**src/rtl/snoop_pkg.sv**
```systemverilog
// Shared definitions for the snooping bus controller: message codes placed
// on the bus, snooper response codes, MSI line states and the controller
// FSM encoding.
package snoop_pkg;

  // Width of a cache index on the bus and memory interfaces (up to 8 caches).
  localparam int SRC_W = 3;

  typedef enum logic [1:0] {
    MSG_NONE       = 2'd0,
    MSG_READ_MISS  = 2'd1,
    MSG_WRITE_MISS = 2'd2,
    MSG_INVALIDATE = 2'd3
  } msg_e;

  typedef enum logic [1:0] {
    SIG_NONE         = 2'd0,
    SIG_WRITEBACK    = 2'd1,
    SIG_ABORT        = 2'd2,
    SIG_WB_AND_ABORT = 2'd3
  } snoop_sig_e;

  typedef enum logic [1:0] {
    MSI_INVALID  = 2'd0,
    MSI_SHARED   = 2'd1,
    MSI_MODIFIED = 2'd2
  } msi_e;

  typedef enum logic [2:0] {
    ST_IDLE      = 3'd0,
    ST_GRANT     = 3'd1,
    ST_BROADCAST = 3'd2,
    ST_WRITEBACK = 3'd3,
    ST_FETCH     = 3'd4,
    ST_DONE      = 3'd5
  } state_e;

endpackage

```
**src/rtl/snoop_bus_controller_if.sv**
```systemverilog
// Snoop bus signal bundle between the controller and the caches.
//   i_Req/i_Req_Msg/i_Req_Addr   : per-cache requests (packed per cache)
//   o_Grant                      : one-hot transaction owner
//   o_Bus_*                      : broadcast to all snoopers
//   i_Snoop_Ack/i_Snoop_Signal   : per-cache snoop responses
//   o_Mem_*/i_Mem_Done           : memory writeback/fetch handshake
//   o_Done/o_Error               : completion pulse and sticky protocol error
// modport master: controller side; modport slave: cache/memory side.
interface snoop_bus_controller_if
  import snoop_pkg::*;
#(
  parameter int N_CPU  = 4,
  parameter int ADDR_W = 8
);
  logic [N_CPU-1:0]        i_Req;
  logic [2*N_CPU-1:0]      i_Req_Msg;
  logic [ADDR_W*N_CPU-1:0] i_Req_Addr;
  logic [N_CPU-1:0]        o_Grant;
  logic                    o_Bus_Valid;
  logic [1:0]              o_Bus_Msg;
  logic [ADDR_W-1:0]       o_Bus_Addr;
  logic [SRC_W-1:0]        o_Bus_Src;
  logic [N_CPU-1:0]        i_Snoop_Ack;
  logic [2*N_CPU-1:0]      i_Snoop_Signal;
  logic                    o_Mem_Req;
  logic                    o_Mem_Wb;
  logic [SRC_W-1:0]        o_Mem_Src;
  logic                    i_Mem_Done;
  logic [N_CPU-1:0]        o_Done;
  logic                    o_Error;

  modport master (
    input  i_Req, i_Req_Msg, i_Req_Addr, i_Snoop_Ack, i_Snoop_Signal, i_Mem_Done,
    output o_Grant, o_Bus_Valid, o_Bus_Msg, o_Bus_Addr, o_Bus_Src,
           o_Mem_Req, o_Mem_Wb, o_Mem_Src, o_Done, o_Error
  );

  modport slave (
    output i_Req, i_Req_Msg, i_Req_Addr, i_Snoop_Ack, i_Snoop_Signal, i_Mem_Done,
    input  o_Grant, o_Bus_Valid, o_Bus_Msg, o_Bus_Addr, o_Bus_Src,
           o_Mem_Req, o_Mem_Wb, o_Mem_Src, o_Done, o_Error
  );
endinterface

```
**src/rtl/rr_arbiter.sv**
```systemverilog
// Combinational round-robin selector.
//   req   : request vector
//   ptr   : index where the search starts
//   grant : one-hot winner, idx : winner index, any : some request present
module rr_arbiter
  import snoop_pkg::*;
#(
  parameter int N_CPU = 4
) (
  input  logic [N_CPU-1:0] req,
  input  logic [SRC_W-1:0] ptr,
  output logic [N_CPU-1:0] grant,
  output logic [SRC_W-1:0] idx,
  output logic             any
);

  // Step k of the search visits cache (ptr + k) mod N_CPU; the first hit wins.
  always_comb begin
    grant = '0;
    idx   = '0;
    any   = 1'b0;
    for (int k = 0; k < N_CPU; k++) begin
      for (int i = 0; i < N_CPU; i++) begin
        if (!any && req[i] && (i == (int'(ptr) + k) % N_CPU)) begin
          any      = 1'b1;
          grant[i] = 1'b1;
          idx      = SRC_W'(i);
        end
      end
    end
  end

endmodule

```
**src/rtl/snoop_bus_controller.sv**
```systemverilog
// Snooping bus controller: arbitrates cache requests round-robin, broadcasts
// the winner's message, collects snoop responses, sequences an optional
// dirty-line writeback (with retry on abort) and a memory fetch, then pulses
// o_Done to the owner.
//   i_Clk, i_Reset_n : clock, asynchronous active-low reset
//   bus              : snoop_bus_controller_if master modport
module snoop_bus_controller
  import snoop_pkg::*;
#(
  parameter int N_CPU  = 4,
  parameter int ADDR_W = 8
) (
  input logic                     i_Clk,
  input logic                     i_Reset_n,
  snoop_bus_controller_if.master  bus
);

  localparam logic [SRC_W-1:0] LAST = SRC_W'(N_CPU - 1);

  state_e            state_q, state_d;
  logic [SRC_W-1:0]  owner_q, ptr_q, wb_src_q;
  logic [N_CPU-1:0]  owner_oh_q;
  logic [1:0]        msg_q;
  logic [ADDR_W-1:0] addr_q;
  logic              abort_q, error_q;

  logic [N_CPU-1:0]  eligible, arb_grant, wb_vec, abort_vec;
  logic [SRC_W-1:0]  arb_idx, wb_low;
  logic              arb_any, all_ack, wb_multi;
  logic [1:0]        win_msg;
  logic [ADDR_W-1:0] win_addr;

  rr_arbiter #(.N_CPU(N_CPU)) u_rr_arbiter (
    .req   (eligible),
    .ptr   (ptr_q),
    .grant (arb_grant),
    .idx   (arb_idx),
    .any   (arb_any)
  );

  // Request qualification and snoop response decode. The owner's own
  // ack/signal is masked off: it never snoops its own broadcast.
  always_comb begin
    eligible = '0;
    wb_vec   = '0;
    abort_vec = '0;
    win_msg  = '0;
    win_addr = '0;
    wb_low   = '0;
    for (int i = 0; i < N_CPU; i++) begin
      eligible[i]  = bus.i_Req[i] && (bus.i_Req_Msg[2*i +: 2] != MSG_NONE);
      wb_vec[i]    = bus.i_Snoop_Signal[2*i]     && !owner_oh_q[i];
      abort_vec[i] = bus.i_Snoop_Signal[2*i + 1] && !owner_oh_q[i];
      if (arb_grant[i]) begin
        win_msg  = bus.i_Req_Msg[2*i +: 2];
        win_addr = bus.i_Req_Addr[ADDR_W*i +: ADDR_W];
      end
    end
    // Descending scan so the lowest writeback index is the one left standing.
    for (int i = N_CPU - 1; i >= 0; i--) begin
      if (wb_vec[i]) wb_low = SRC_W'(i);
    end
    all_ack  = &(bus.i_Snoop_Ack | owner_oh_q);
    wb_multi = ($countones(wb_vec) > 1);
  end

  always_comb begin
    state_d = state_q;
    case (state_q)
      ST_IDLE:      if (arb_any) state_d = ST_GRANT;
      ST_GRANT:     state_d = ST_BROADCAST;
      ST_BROADCAST: begin
        if (all_ack) begin
          if (|wb_vec)
            state_d = ST_WRITEBACK;
          else if (msg_q == MSG_READ_MISS || msg_q == MSG_WRITE_MISS)
            state_d = ST_FETCH;
          else
            state_d = ST_DONE;
        end
      end
      ST_WRITEBACK: if (bus.i_Mem_Done) state_d = abort_q ? ST_BROADCAST : ST_FETCH;
      ST_FETCH:     if (bus.i_Mem_Done) state_d = ST_DONE;
      ST_DONE:      state_d = ST_IDLE;
      default:      state_d = ST_IDLE;
    endcase
  end

  always_ff @(posedge i_Clk or negedge i_Reset_n) begin
    if (!i_Reset_n) begin
      state_q    <= ST_IDLE;
      owner_q    <= '0;
      owner_oh_q <= '0;
      ptr_q      <= '0;
      wb_src_q   <= '0;
      msg_q      <= '0;
      addr_q     <= '0;
      abort_q    <= 1'b0;
      error_q    <= 1'b0;
    end else begin
      state_q <= state_d;
      // Transaction fields are captured once; later requester changes are ignored.
      if (state_q == ST_IDLE && arb_any) begin
        owner_q    <= arb_idx;
        owner_oh_q <= arb_grant;
        msg_q      <= win_msg;
        addr_q     <= win_addr;
      end
      if (state_q == ST_BROADCAST && all_ack) begin
        wb_src_q <= wb_low;
        abort_q  <= |abort_vec;
        if (wb_multi) error_q <= 1'b1;
      end
      if (state_q == ST_DONE) begin
        ptr_q      <= (owner_q == LAST) ? '0 : owner_q + 1'b1;
        owner_oh_q <= '0;
      end
    end
  end

  // All outputs decode from registered state, so reset clears them at once.
  always_comb begin
    bus.o_Grant     = '0;
    bus.o_Bus_Valid = 1'b0;
    bus.o_Bus_Msg   = msg_q;
    bus.o_Bus_Addr  = addr_q;
    bus.o_Bus_Src   = owner_q;
    bus.o_Mem_Req   = 1'b0;
    bus.o_Mem_Wb    = 1'b0;
    bus.o_Mem_Src   = '0;
    bus.o_Done      = '0;
    bus.o_Error     = error_q;
    case (state_q)
      ST_GRANT:     bus.o_Grant = owner_oh_q;
      ST_BROADCAST: begin
        bus.o_Grant     = owner_oh_q;
        bus.o_Bus_Valid = 1'b1;
      end
      ST_WRITEBACK: begin
        bus.o_Grant   = owner_oh_q;
        bus.o_Mem_Req = 1'b1;
        bus.o_Mem_Wb  = 1'b1;
        bus.o_Mem_Src = wb_src_q;
      end
      ST_FETCH: begin
        bus.o_Grant   = owner_oh_q;
        bus.o_Mem_Req = 1'b1;
        bus.o_Mem_Src = owner_q;
      end
      ST_DONE:      bus.o_Done = owner_oh_q;
      default: ;
    endcase
  end

endmodule
```
**src/flat_wrapper.sv**
```systemverilog
// flat-port wrapper written by rule: the top's interface ports become plain ports
module snoop_bus_controller_flat import snoop_pkg::*;
#(
  parameter int N_CPU  = 4,
  parameter int ADDR_W = 8
)
  (i_Clk, i_Reset_n, bus_i_Req, bus_i_Req_Msg, bus_i_Req_Addr, bus_i_Snoop_Ack, bus_i_Snoop_Signal, bus_i_Mem_Done, bus_o_Grant, bus_o_Bus_Valid, bus_o_Bus_Msg, bus_o_Bus_Addr, bus_o_Bus_Src, bus_o_Mem_Req, bus_o_Mem_Wb, bus_o_Mem_Src, bus_o_Done, bus_o_Error);
  snoop_bus_controller_if #(.N_CPU(N_CPU), .ADDR_W(ADDR_W)) bus_i ();
  input logic i_Clk;
  input logic i_Reset_n;
  input wire logic [$bits(bus_i.i_Req)-1:0] bus_i_Req;
  input wire logic [$bits(bus_i.i_Req_Msg)-1:0] bus_i_Req_Msg;
  input wire logic [$bits(bus_i.i_Req_Addr)-1:0] bus_i_Req_Addr;
  input wire logic [$bits(bus_i.i_Snoop_Ack)-1:0] bus_i_Snoop_Ack;
  input wire logic [$bits(bus_i.i_Snoop_Signal)-1:0] bus_i_Snoop_Signal;
  input wire logic [$bits(bus_i.i_Mem_Done)-1:0] bus_i_Mem_Done;
  output wire logic [$bits(bus_i.o_Grant)-1:0] bus_o_Grant;
  output wire logic [$bits(bus_i.o_Bus_Valid)-1:0] bus_o_Bus_Valid;
  output wire logic [$bits(bus_i.o_Bus_Msg)-1:0] bus_o_Bus_Msg;
  output wire logic [$bits(bus_i.o_Bus_Addr)-1:0] bus_o_Bus_Addr;
  output wire logic [$bits(bus_i.o_Bus_Src)-1:0] bus_o_Bus_Src;
  output wire logic [$bits(bus_i.o_Mem_Req)-1:0] bus_o_Mem_Req;
  output wire logic [$bits(bus_i.o_Mem_Wb)-1:0] bus_o_Mem_Wb;
  output wire logic [$bits(bus_i.o_Mem_Src)-1:0] bus_o_Mem_Src;
  output wire logic [$bits(bus_i.o_Done)-1:0] bus_o_Done;
  output wire logic [$bits(bus_i.o_Error)-1:0] bus_o_Error;
  assign bus_i.i_Req = bus_i_Req;
  assign bus_i.i_Req_Msg = bus_i_Req_Msg;
  assign bus_i.i_Req_Addr = bus_i_Req_Addr;
  assign bus_i.i_Snoop_Ack = bus_i_Snoop_Ack;
  assign bus_i.i_Snoop_Signal = bus_i_Snoop_Signal;
  assign bus_i.i_Mem_Done = bus_i_Mem_Done;
  assign bus_o_Grant = bus_i.o_Grant;
  assign bus_o_Bus_Valid = bus_i.o_Bus_Valid;
  assign bus_o_Bus_Msg = bus_i.o_Bus_Msg;
  assign bus_o_Bus_Addr = bus_i.o_Bus_Addr;
  assign bus_o_Bus_Src = bus_i.o_Bus_Src;
  assign bus_o_Mem_Req = bus_i.o_Mem_Req;
  assign bus_o_Mem_Wb = bus_i.o_Mem_Wb;
  assign bus_o_Mem_Src = bus_i.o_Mem_Src;
  assign bus_o_Done = bus_i.o_Done;
  assign bus_o_Error = bus_i.o_Error;
  snoop_bus_controller #(.N_CPU(N_CPU), .ADDR_W(ADDR_W)) u_core (.i_Clk(i_Clk), .i_Reset_n(i_Reset_n), .bus(bus_i));
endmodule
```
**config.mk**
```make
export PLATFORM = sky130hd
export DESIGN_NAME = snoop_bus_controller_flat
export DESIGN_NICKNAME = d
export VERILOG_FILES = /design/src/rtl/snoop_pkg.sv /design/src/rtl/snoop_bus_controller_if.sv /design/src/rtl/rr_arbiter.sv /design/src/rtl/snoop_bus_controller.sv /design/src/flat_wrapper.sv
export SDC_FILE = /design/constraint.sdc
export NUM_CORES = 1
export LEC_CHECK = 0
export CORE_MARGIN = 1
export CORE_UTILIZATION = 35
export DETAILED_ROUTE_END_ITERATION = 12
export GPL_ROUTABILITY_DRIVEN = 0
export PLACE_DENSITY = 0.7
export SYNTH_ARGS = -nofsm -noshare
export SYNTH_HDL_FRONTEND = slang
export SYNTH_SLANG_ARGS = --single-unit
```
**constraint.sdc**
```tcl
create_clock -name i_Clk -period 5.5 [get_ports i_Clk]
set_input_delay 1.375 -clock i_Clk [delete_from_list [all_inputs] [get_ports i_Clk]]
set_output_delay 1.375 -clock i_Clk [all_outputs]
set_load 0.01 [all_outputs]
```
==> results.yml <==
run:
  drv_cap: 0
synth:
  synth-main-ff-cell: "dfrtp_1"
  synth.area.top_cells: "dfrtp_1, o31ai_2, a221oi_1, a2bb2oi_1, ha_1"
  ys_ff_latch: 25
  synth_top_area_share_pct: 33.1
  yosysUniqueCellTypes: 50
  synthCells: 211
  postSynthAreaPerCell_um2: 8.95
  async_flop_share_pct: 100
  synth_area_leader_cell: "dfrtp_1"
  yosysWarnings: 0
  ys_top_cells_by_count: "dfrtp_1, nor2_1, nand2_1"
  netlist_area_mm2: 0.00189
  synth_edf_count: 0
  ys_seq_area_share_pct: 33.1
  synth.most_common_cell: "dfrtp_1"
sta:
  post-route-period-util_pct: 62.6
  rsz0062_at_grt: "false"
  final-hold-violation-count: 0
  finalMaxSlewViolations: 0
  layout_min_cycle_time_ps: 3440
  fmax_mhz: 291
  tightest_slew_ps: 1170
  report.final.setup_viol: 0
  fin_hold_ws_ps: 467
  finalClockSkew_ps: 3.08
  tns_ps: 0
  timing.slew.headroom_pct: 22.2
placed_design:
  place_area_mm2: 0.00274
  dpl.hpwl_um: 4070
  port_buffers: 84
critical_path:
  r2r_setup_slack_ps: 3180
  cp_max_fo: 17
  crit_family: "simple AND/OR/NAND/NOR gates"
  cp.required_ps: 5690
  crit_chain: "clkdlybuf4s50_1 > o21ai_2 > nand4_1 > nand2_1 > nor2_1 > a22oi_1"
  endpoint_kind: "flop"
  cp.arrival_ps: 3630
  cp_slowest_stage_delay_ps: 650
  start_kind: "input pin"
  slowest_stage: "nand2_1"
  critical_path_class: "in -> reg"
  crit_buf_inv: 1
final_layout:
  fillers: 501
  multi_input_area_mm2: 0.00112
  area_growth_pct: 47.6
  nNetsFinal: 353
  final_area_mm2: 0.00279
  drive_above_1_share_pct: 9.47
  antennaDiodeCount: 0
  ff_latch_area_um2: 626
global_route:
  antenna_found_initial: 0
  track_usage_pct: 19.7
  grt_pass1_wl_um: 8520
  overflow: 0
  grt_pass1_vias: 1781
  grt_max_degree: 26
clock_network:
  ctsHoldBuffers: 0
  clk_latency_ps: 270
  numCtsBuffers: 3
  cts.sinks: 25
  clockBufferDepth: 2
  cts_resized: 0
  h-tree-depth: 1
  root_buffer: "clkbuf_8"
  clk_pin_slew_ps: 100
  postCtsSetupBuffers: 0
  cts_tree: "done"
route:
  drtPass1Iterations: 4
  dr.first_iter.drc_count: 56
  final_antenna_net_count: 0
  drc: 0
  routed_wirelength_um: 5410
  via_per_inst: 5.23
  avgRoutedWirePerCell_um: 15.2
  vias: 1856
floorplan:
  die_w_um: 75.5
  core-area_mm2: 0.00514
  rows: 26
  die-height_um: 75.5
  pin_count: 87
  die-area_mm2: 0.00570
  start_util_pct: 36.8
run_status:
  status: "finished clean"
power:
  clockPowerShare_pct: 10.6
  p_per_area_mw_per_mm2: 389
  power_frac_seq_pct: 31.8
  ir_drop_mv: 0.187
  p_switching_uw: 454
  p_sw_share_pct: 41.8
  combPwrFrac_pct: 57.6
  p_leak_nw: 1.12
  p_int_uw: 631
  power_mw: 1.09
worst_hold_path:
  min_path_type: "reg -> reg"
-- cell usage in the layout (no fill, tap or decap), types with 6 or more instances in the layout --
| cell | n |
|---|---|
| o31ai_2 | 9 |
| nand3_1 | 13 |
| clkdlybuf4s50_1 | 84 |
| ha_1 | 7 |
| a2bb2oi_1 | 10 |
| a221oi_1 | 11 |
| inv_1 | 16 |
| and2_1 | 7 |
| nand2_1 | 17 |
| dfrtp_1 | 25 |
| o21ai_0 | 6 |
| nor2_1 | 21 |
-- cell type report --
cell class	count	area share, %
inverters	16	2.15
multi-input cells	155	40.2
flip-flops and latches	25	22.4
clock inverters	1	0.179
clock buffers	3	1.48
repair buffers	85	30.4
well taps	70	3.14
-- sequential cells by signal (all words and copies together), names as in the netlist --
name	count
u_core.state_q	3
u_core.ptr_q	2
u_core.bus.o_Bus_Src	2
u_core.bus.o_Bus_Addr	8
u_core.bus.o_Bus_Msg	2
u_core.abort_q	1
u_core.owner_oh_q	4
u_core.wb_src_q	2
u_core.bus.o_Error	1
-- metrics by stage --
step,utilization [%],std cells,worst slack (ps)
after floorplan,-,212,2750
final,54.3,355,2060
after global placement,53.4,351,1800
after detailed placement,53.4,351,1760
after CTS,54.3,355,2050
after global routing,54.3,355,1820
-- cells by family after synthesis --
family / count (synthesis) / share of synthesized area (%)
buffers and inverters: 32 / 7.75
xor gates and xnor gates: 2 / 0.927
AOI/OAI and AO/OA: 67 / 32.1
other: 1 / 0.198
DFF: 25 / 33.1
muxes: 1 / 0.596
and+or+nand+nor: 75 / 19.6
adders and majority gates: 8 / 5.70
-- final timing paths --
check / startpoint / to / depth (start not counted)
max reg2reg: u_core.state_q[2] / u_core.bus.o_Bus_Addr[7] / 4
max in group asynchronous: i_Reset_n / u_core.owner_oh_q[3] / 2
min in group asynchronous: i_Reset_n / u_core.state_q[1] / 2
min: u_core.bus.o_Error / u_core.bus.o_Error / 1
min reg2reg: u_core.bus.o_Error / u_core.bus.o_Error / 1
max: bus_i_Req_Msg[3] / u_core.bus.o_Bus_Src[0] / 6
-- routing by layer --
metal | vias up | track usage [%] | share of wire, %
met3 | 2 | 4.89 | 7.1
li1 | 912 | - | -
met2 | 68 | 35.7 | 50
met4 | 0 | 1.23 | 0.18
met1 | 874 | 24.9 | 42
met5 | - | 0 | 0
-- power by group through the flow --
stage / combinational [mW] / sequential [mW] / clock, mW
finish: 0.625 / 0.345 / 0.115
global route: 0.691 / 0.358 / 0.123
CTS: 0.631 / 0.346 / 0.118
detailed placement: 0.629 / 0.350 / 0
global placement: 0.614 / 0.349 / 0
floorplan: 0.390 / 0.325 / 0
Power figures use the tool's default switching activity.
